--- src/rtl/cnu_serial.sv ---
// Serial offset min-sum check node unit: collects DC variable-to-check messages
// one per cycle, then emits DC check-to-variable messages plus the row parity result.
//
// state   | meaning
// COLLECT | accepting q_in for edges 0..DC-1, tracking min1/min2/idx1/signs
// EMIT    | presenting r_out for edge cnt, advancing on out_ready
module cnu_serial #(
   parameter int data_w = 6,
   parameter int ext_w  = 3,
   parameter int DC     = 6,
   parameter int idx_w  = 3,
   parameter int OFS    = 0
) (
   input  logic                      clk,
   input  logic                      rst_n,
   input  logic                      in_valid,
   output logic                      in_ready,
   input  logic [data_w+ext_w-1:0]   q_in,
   output logic                      out_valid,
   input  logic                      out_ready,
   output logic [data_w-1:0]         r_out,
   output logic [idx_w-1:0]          out_idx,
   output logic                      parity_ok
);

   localparam int sum_w = data_w + ext_w;
   localparam int mag_w = data_w - 1;
   localparam logic [mag_w-1:0] MAXM  = {mag_w{1'b1}};
   localparam logic [mag_w-1:0] OFS_M = mag_w'(OFS);
   localparam logic [idx_w-1:0] LAST  = idx_w'(DC - 1);

   typedef enum logic {COLLECT = 1'b0, EMIT = 1'b1} state_t;

   state_t              state;
   logic [idx_w-1:0]    cnt;
   logic [mag_w-1:0]    min1;
   logic [mag_w-1:0]    min2;
   logic [idx_w-1:0]    idx1;
   logic                sign_acc;
   logic [DC-1:0]       sgn_store;

   logic                accept;
   logic                fire;
   logic                sgn;
   logic [sum_w-1:0]    abs_q;
   logic [mag_w-1:0]    mag;

   assign accept = in_valid & in_ready;
   assign fire   = out_valid & out_ready;

   // Two's-complement abs of the most negative value wraps to 2^(sum_w-1) as
   // an unsigned quantity, which the saturation below clamps to MAXM.
   assign sgn   = q_in[sum_w-1];
   assign abs_q = sgn ? (~q_in + sum_w'(1)) : q_in;
   assign mag   = (abs_q > sum_w'(MAXM)) ? MAXM : abs_q[mag_w-1:0];

   logic [mag_w-1:0]    m_sel;
   logic [mag_w-1:0]    m_ofs;
   logic                s_out;
   logic [data_w-1:0]   r_mag;

   assign m_sel = (cnt == idx1) ? min2 : min1;
   assign m_ofs = (m_sel > OFS_M) ? (m_sel - OFS_M) : '0;
   assign s_out = sign_acc ^ sgn_store[cnt];
   assign r_mag = {1'b0, m_ofs};

   // Outputs derive only from registered state, so they hold during stalls.
   assign r_out   = (state == EMIT) ? (s_out ? -r_mag : r_mag) : '0;
   assign out_idx = (state == EMIT) ? cnt : '0;

   always_ff @(posedge clk or negedge rst_n) begin
      if (!rst_n) begin
         state     <= COLLECT;
         cnt       <= '0;
         in_ready  <= 1'b1;
         out_valid <= 1'b0;
         parity_ok <= 1'b0;
         min1      <= MAXM;
         min2      <= MAXM;
         idx1      <= '0;
         sign_acc  <= 1'b0;
         sgn_store <= '0;
      end else begin
         case (state)
            COLLECT: begin
               if (accept) begin
                  sgn_store[cnt] <= sgn;
                  sign_acc       <= sign_acc ^ sgn;
                  if (mag < min1) begin
                     min2 <= min1;
                     min1 <= mag;
                     idx1 <= cnt;
                  end else if (mag < min2) begin
                     min2 <= mag;
                  end
                  if (cnt == LAST) begin
                     cnt       <= '0;
                     state     <= EMIT;
                     in_ready  <= 1'b0;
                     out_valid <= 1'b1;
                     parity_ok <= ~(sign_acc ^ sgn);
                  end else begin
                     cnt <= cnt + idx_w'(1);
                  end
               end
            end
            EMIT: begin
               if (fire) begin
                  if (cnt == LAST) begin
                     cnt       <= '0;
                     state     <= COLLECT;
                     in_ready  <= 1'b1;
                     out_valid <= 1'b0;
                     min1      <= MAXM;
                     min2      <= MAXM;
                     idx1      <= '0;
                     sign_acc  <= 1'b0;
                  end else begin
                     cnt <= cnt + idx_w'(1);
                  end
               end
            end
            default: state <= COLLECT;
         endcase
      end
   end

endmodule

--- config.mk ---
export PLATFORM = sky130hd
export DESIGN_NAME = cnu_serial
export DESIGN_NICKNAME = d
export VERILOG_FILES = /design/src/rtl/cnu_serial.sv
export SDC_FILE = /design/constraint.sdc
export NUM_CORES = 1
export LEC_CHECK = 0
export ABC_AREA = 1
export CORE_UTILIZATION = 30
export CTS_BUF_LIST = sky130_fd_sc_hd__clkbuf_8
export CTS_CLUSTER_SIZE = 8
export DETAILED_ROUTE_END_ITERATION = 8
export DONT_BUFFER_PORTS = 1
export SLEW_MARGIN = 15
export SYNTH_ARGS = -nofsm -noshare
export SYNTH_HDL_FRONTEND = slang
export SYNTH_SLANG_ARGS = --single-unit
export TNS_END_PERCENT = 30
--- constraint.sdc ---
create_clock -name clk -period 5.4 [get_ports clk]
set_input_delay 1.35 -clock clk [delete_from_list [all_inputs] [get_ports clk]]
set_output_delay 1.35 -clock clk [all_outputs]
set_load 0.01 [all_outputs]
==> results by group, run 1 <==
Global route
  • Overflow after GRT: 0
  • First-pass GRT wire length: 7.71 mm
  • Vias in the first global route: 1641
  • Initial antenna violation count: 0
  • Largest net degree at the start of global routing: 28
  • GR Util All Layers: 13.2%

Logic synthesis
  • Cells after Synth: 272
  • Syn Area/Cell: 7.49 um2
  • Compound-cell area share of the yosys netlist: 15.8%
  • Post-synthesis sequential area ratio: 33.8%
  • Synth top area cells: dfrtp_1 (20%), dfstp_2 (14%), nand2_1 (13%)
  • Seq cells post-synth: 27
  • Mapped Nets: 295
  • Synth Area in Simple Gates: 30.6%
  • Post-synth top area share: 19.6%
  • Unique cell type count in the Yosys netlist: 35
  • Mux cell area share after synthesis: 0%
  • Synth Area in XOR/XNOR: 4.36%
  • Largest family of logic cells by synthesized area: simple AND/OR/NAND/NOR gates
  • Adder-Cell Fraction of Synth Area: 6.14%
  • Synthesized area: 2040 um2
  • Warnings, synthesis: 0
  • Area leader, netlist: dfrtp_1

Floorplan
  • Die span in y: 84.4 um
  • Placeable Area: 6460 um2
  • Num rows: 29
  • Die width: 84.4 um
  • Starting Density: 31.6%
  • Die area: 7130 um2
  • Ports: 25

Place
  • Post-placement cell count: 342
  • Final RePlAce weighted congestion: 0.871
  • I/O Buffers: 0
  • Dpl hpwl: 3.42 mm

Clock tree
  • CTS sink cnt: 27
  • Maximum root-to-sink buffer count: 2
  • Worst-Skew Late Latency: 270 ps
  • Number of CTS-inserted buffers: 3
  • Clock-pin slew on the worst setup and hold paths: 100 ps
  • Post-CTS Setup Inserts: 0
  • Cts repair resizes: 0
  • TritonCTS clock tree: built
  • Hold_buf cts: 0
  • Root Driver: clkbuf_8
  • Htree depth: 1

Route
  • Vias/cell: 4.88
  • WL final: 4.38 mm
  • Initial DRC Count: 99
  • Vias: 1689
  • Drt drc: 1
  • Antenna Nets Post-Route: 0
  • Routed len/inst: 12.7 um
  • First drt pass iteration count: 6

Worst hold path
  • HP Class: flip-flop to flip-flop

Setup path
  • Crit-path max FO: 22
  • Crit path kind: input port to flip-flop
  • CP required: 5620 ps
  • Arrival time at the worst endpoint: 3930 ps
  • Crit path largest cell delay: 410 ps
  • Critical path's slowest cell: a211oi_2
  • CP most frequent cell: nand2_1
  • Crit-path cells: inv_1, ha_1, inv_1, o21ai_0, nand2_1, nand2_1, nand2_1, and2_2, nand2_1, ha_1, a21oi_1, nor2_1, a211oi_2, nand2_4, nand2_2, nand2_4, nand2_2, nand2_1, nand2_1
  • Crit end category: flip-flop
  • CP startpoint kind: input port

Pwr
  • P per Cell Area: 163 nW/um2
  • LEAKAGE: 0.981 nW
  • Worst vdd ir: 0.184 mV
  • Overall Power: 0.000347 W

STA
  • Finish-stage setup viols: 0
  • Period utilisation layout: 68.6%
  • Hold violation count in the final report: 0
  • Max_slew headroom: 66.8%
  • F_max: 270 MHz
  • Slew Viols, Final: 0
  • Clk_skew: 11.0 ps
  • Final worst path period need: 3710 ps
  • RSZ-0062 raised after global routing: false
  • Post-Route Setup TNS: 0 ps
  • Slew @ Worst Pin: 497 ps

Layout
  • Final Util: 32.9%
  • Share of cells above drive strength 1: 20.4%
  • Final nets: 293
  • Final Non-Filler Cells: 346
  • N_diodes: 0
  • Area growth syn-to-layout: 4.17%

Outcome
  • Failing checks: design-rule violations
  • Status: complete, but fails checks

Flow run
  • Max Cap Viol: 0
cell families after synthesis:
group | Yosys count
AOI/OAI and AO/OA | 46
xor gates and xnor gates | 8
adders and majority gates | 10
buffers and inverters | 42
DFF | 27
and+or+nand+nor | 139
routing by layer:
metal  GRT usage, %  vias to the layer above  wire, um
met5              0                        -         0
met4           3.08                        0        34
met3           2.75                        2       205
met2           21.3                       32      1970
met1           18.2                      776      2170
li1               -                      879         -
cells in the mapped netlist, drive strengths merged:
cell     count
dfstp       11
buf          6
xnor2        3
xor2         5
inv         34
o31ai        1
clkbuf       1
ha          10
nor2        29
a21oi       10
nand3       24
a2111oi      1
and2         1
clkinv       1
a22oi        1
nor3         2
a211oi       2
dfrtp       16
nand2       80
o21ai       26
a31oi        5
nand4        3
registers in the layout, summed over array words and instances, names as in the netlist:
register and count:
sgn_store 6, min1 5, min2 5, cnt 3
idx1 3, in_ready 1, out_valid 1, parity_ok 1
sign_acc 1, state 1
final cells by class:
class	count	area (um2)
Fill cell	689	4340
Multi-Input combinational cell	203	1160
Sequential cell	27	689
Inverter	35	131
Tap cell	77	96.3
Clock buffer	3	41.3
Clock inverter	1	5.00
placed cells by master, fill, tap and decap left out, drive strengths merged:
| cell type | count |
|---|---|
| nor2 | 29 |
| clkbuf | 3 |
| xor2 | 5 |
| o31ai | 1 |
| a31oi | 5 |
| clkinv | 2 |
| o21ai | 26 |
| nand4 | 3 |
| ha | 10 |
| xnor2 | 3 |
| a2111oi | 1 |
| and2 | 1 |
| nand2 | 80 |
| a211oi | 2 |
| nand3 | 24 |
| dfstp | 11 |
| a22oi | 1 |
| a21oi | 10 |
| nor3 | 2 |
| dfrtp | 16 |
| inv | 34 |
metrics by stage:
stage | worst slack [ps] | hold WS [ps] | area (um2)
after floorplan | 1760 | 464 | 2040
after global placement | 1530 | 475 | 2080
after detailed placement | 1420 | 483 | 2080
after CTS | 1700 | 500 | 2120
after global routing | 1400 | 531 | 2120
final | 1690 | 498 | 2120
critical path, delay by kind of cell:
family / cells / cell delay (ps)
and+or+nand+nor: 12 / 1260
AOI/OAI and AO/OA: 3 / 700
adders and majority gates: 2 / 440
buffers and inverters: 2 / 180
final timing paths:
check | start | to | slack (ps) | cells past startpoint
worst max register to register | min1[2] | min2[3] | 3140 | 11
min in group asynchronous | rst_n | cnt[1] | 760 | 0
worst min register to register | min2[1] | min2[1] | 500 | 2
worst min-delay path | min2[1] | min2[1] | 500 | 2
worst max-delay path | q_in[0] | min2[3] | 1690 | 19
max in group asynchronous | rst_n | min1[2] | 4450 | 0
report_power, final:
group	switching, W	internal (W)	leakage, nW
Clock	0.0000628	0.0000517	0.0255
Combinational	0.0000189	0.0000108	0.629
Sequential	0	0.000203	0.327
Total	0.0000817	0.000265	0.981
No activity file was read; power rests on OpenSTA's default activity.
==> inputs of run 2 (changes only) <==
==> constraint.sdc (replaced) <==
create_clock -name clk -period 3.72 [get_ports clk]
set_input_delay 0.93 -clock clk [delete_from_list [all_inputs] [get_ports clk]]
set_output_delay 0.93 -clock clk [all_outputs]
set_load 0.01 [all_outputs]
==> run 2 against run 1 <==
Net effect: the run still ends with design-rule violations left; hold slack worse by 150 ps; worst setup slack worse by 1200 ps; non-clock buffer count up 1; die area unchanged; combinational power up 48%; clock skew down 6.8 ps; critical path depth down 12; cell area up 0.29%; cell count up 0.29%; routed wire length down 1.8%; largest cell class unchanged.
==> results by group, run 2 (synthesis gave the netlist of run 1 again) <==
Route
  • Routed len/inst: 12.4 um
  • Vias: 1694
  • Drt drc: 1
  • WL final: 4.30 mm
  • Initial DRC Count: 73
  • First drt pass iteration count: 6
  • Vias/cell: 4.88
  • Antenna Nets Post-Route: 0

STA
  • Max_slew headroom: 68.0%
  • Finish-stage setup viols: 0
  • Hold violation count in the final report: 0
  • Period utilisation layout: 86.1%
  • Slew Viols, Final: 0
  • RSZ-0062 raised after global routing: false
  • Clk_skew: 4.20 ps
  • Post-Route Setup TNS: 0 ps
  • F_max: 312 MHz
  • Slew @ Worst Pin: 480 ps
  • WHS: 344 ps
  • Final worst path period need: 3200 ps

Clock tree
  • TritonCTS clock tree: built
  • Maximum root-to-sink buffer count: 2
  • Htree depth: 1
  • Post-CTS Setup Inserts: 0
  • Clock-pin slew on the worst setup and hold paths: 90 ps
  • Hold_buf cts: 0
  • Root Driver: clkbuf_8
  • Number of CTS-inserted buffers: 3
  • Cts repair resizes: 0
  • Worst-Skew Late Latency: 270 ps
  • CTS sink cnt: 27

Pwr
  • NetSw: 0.000117 W
  • LEAKAGE: 0.987 nW
  • Worst vdd ir: 0.216 mV
  • Switching part of the total: 23.3%
  • P per Cell Area: 235 nW/um2
  • Register share of total power: 58.7%
  • Clock network fraction of total power: 32.5%
  • Int Power: 0.000384 W
  • Comb pwr share: 8.8%

Floorplan
  • Placeable Area: 6460 um2
  • Die width: 84.4 um
  • Die span in y: 84.4 um
  • Starting Density: 31.6%
  • Die area: 7130 um2
  • Ports: 25
  • Num rows: 29

Layout
  • Final nets: 294
  • Register Area: 689 um2
  • Design area: 2130 um2
  • Leading cell type in the layout, fill and taps excluded: nand2_1
  • Share of cells above drive strength 1: 20.4%
  • Commonest non-fill, non-tap cells in the layout: nand2_1 (72), inv_1 (28), nor2_1 (24)
  • Area growth syn-to-layout: 4.48%
  • Largest register FFs: 6
  • Regs by FF count: sgn_store: 6 flops, min1: 5 flops, min2: 5 flops
  • Largest register by flop count: sgn_store
  • Final Util: 33.0%
  • N_diodes: 0
  • Fillers: 712
  • Multi-input combinational cell area: 1160 um2

Global route
  • Vias in the first global route: 1578
  • Overflow after GRT: 0
  • Largest net degree at the start of global routing: 28
  • First-pass GRT wire length: 7.48 mm
  • GR Util All Layers: 12.7%
  • Initial antenna violation count: 0

Setup path
  • CP required: 2790 ps
  • CP startpoint kind: flip-flop
  • Crit-path max FO: 10
  • Reg2Reg Setup Slack: 1580 ps
  • Crit path kind: flip-flop to primary output
  • R2R cell count: 9
  • Crit end category: primary output
  • CP endpoint: r_out[1]
  • RR Startpoint: state
  • Arrival time at the worst endpoint: 2270 ps
  • Worst setup path startpoint: cnt[0]
  • Reg2reg end: min2[2]

Place
  • Dpl hpwl: 3.38 mm
  • I/O Buffers: 0
  • Final RePlAce weighted congestion: 0.862
  • Placed Area: 2080 um2

Flow run
  • Max Cap Viol: 0

Outcome
  • Status: complete, but fails checks
  • Failing checks: design-rule violations

Worst hold path
  • HP Class: input port to asynchronous set/reset pin
## run 2: cell count changes in the layout (fill, tap and decap cells not counted)
cell	previous run	this run
clkinv_2	1	0
inv_1	27	28
buf_4	0	1
## run 2: worst min-delay path by stage
stage	from	to	slack (ps)	depth (start not counted)
finish	rst_n	cnt[0]	340	0
global route	rst_n	idx1[2]	320	0
CTS	rst_n	sgn_store[2]	330	0
detailed placement	min2[1]	min2[1]	480	2
global placement	min2[2]	min2[2]	480	2
floorplan	min2[0]	min2[0]	460	2
## run 2: through the flow
| step | instances | setup WS [ps] | power (W) |
|---|---|---|---|
| 2_1_floorplan | 272 | 498 | 0.000336 |
| 3_3_place_gp | 343 | 430 | 0.000343 |
| 3_5_place_dp | 343 | 286 | 0.000344 |
| 4_1_cts | 347 | 510 | 0.000508 |
| 5_1_grt | 347 | 287 | 0.000526 |
| 6_report | 347 | 516 | 0.000501 |
## run 2: worst max-delay path: stages, from the launching register on
cell and delay [ps]:
dfrtp_1 600, xnor2_1 180, nand3_2 210, o21ai_1 230, inv_2 80, ha_1 270, nor2_1 40, a211oi_1 380
## run 2: cell type report
cell class	count	share of cell area, %
multi-input cells	203	54.5
flip-flops and latches	27	32.4
inverters	35	6.17
well taps	77	4.52
clock buffers	3	1.94
repair buffers	1	0.353
clock inverters	1	0.176
## run 2: metal layers
| layer | wire length (um) | part of all wire, % | global-route usage (%) |
|---|---|---|---|
| met3 | 191 | 4.4 | 2.65 |
| met2 | 1910 | 44 | 19.9 |
| met5 | 0 | 0 | 0 |
| met4 | 27 | 0.63 | 1.85 |
| met1 | 2180 | 51 | 18.4 |
## run 2: power by group through the flow
stage                logic, W  registers [W]  clock network [W]
global placement    0.0000437       0.000299                  0
CTS                 0.0000445       0.000294           0.000169
finish              0.0000440       0.000294           0.000163
floorplan           0.0000363       0.000299                  0
detailed placement  0.0000443       0.000299                  0
global route        0.0000516       0.000294           0.000180
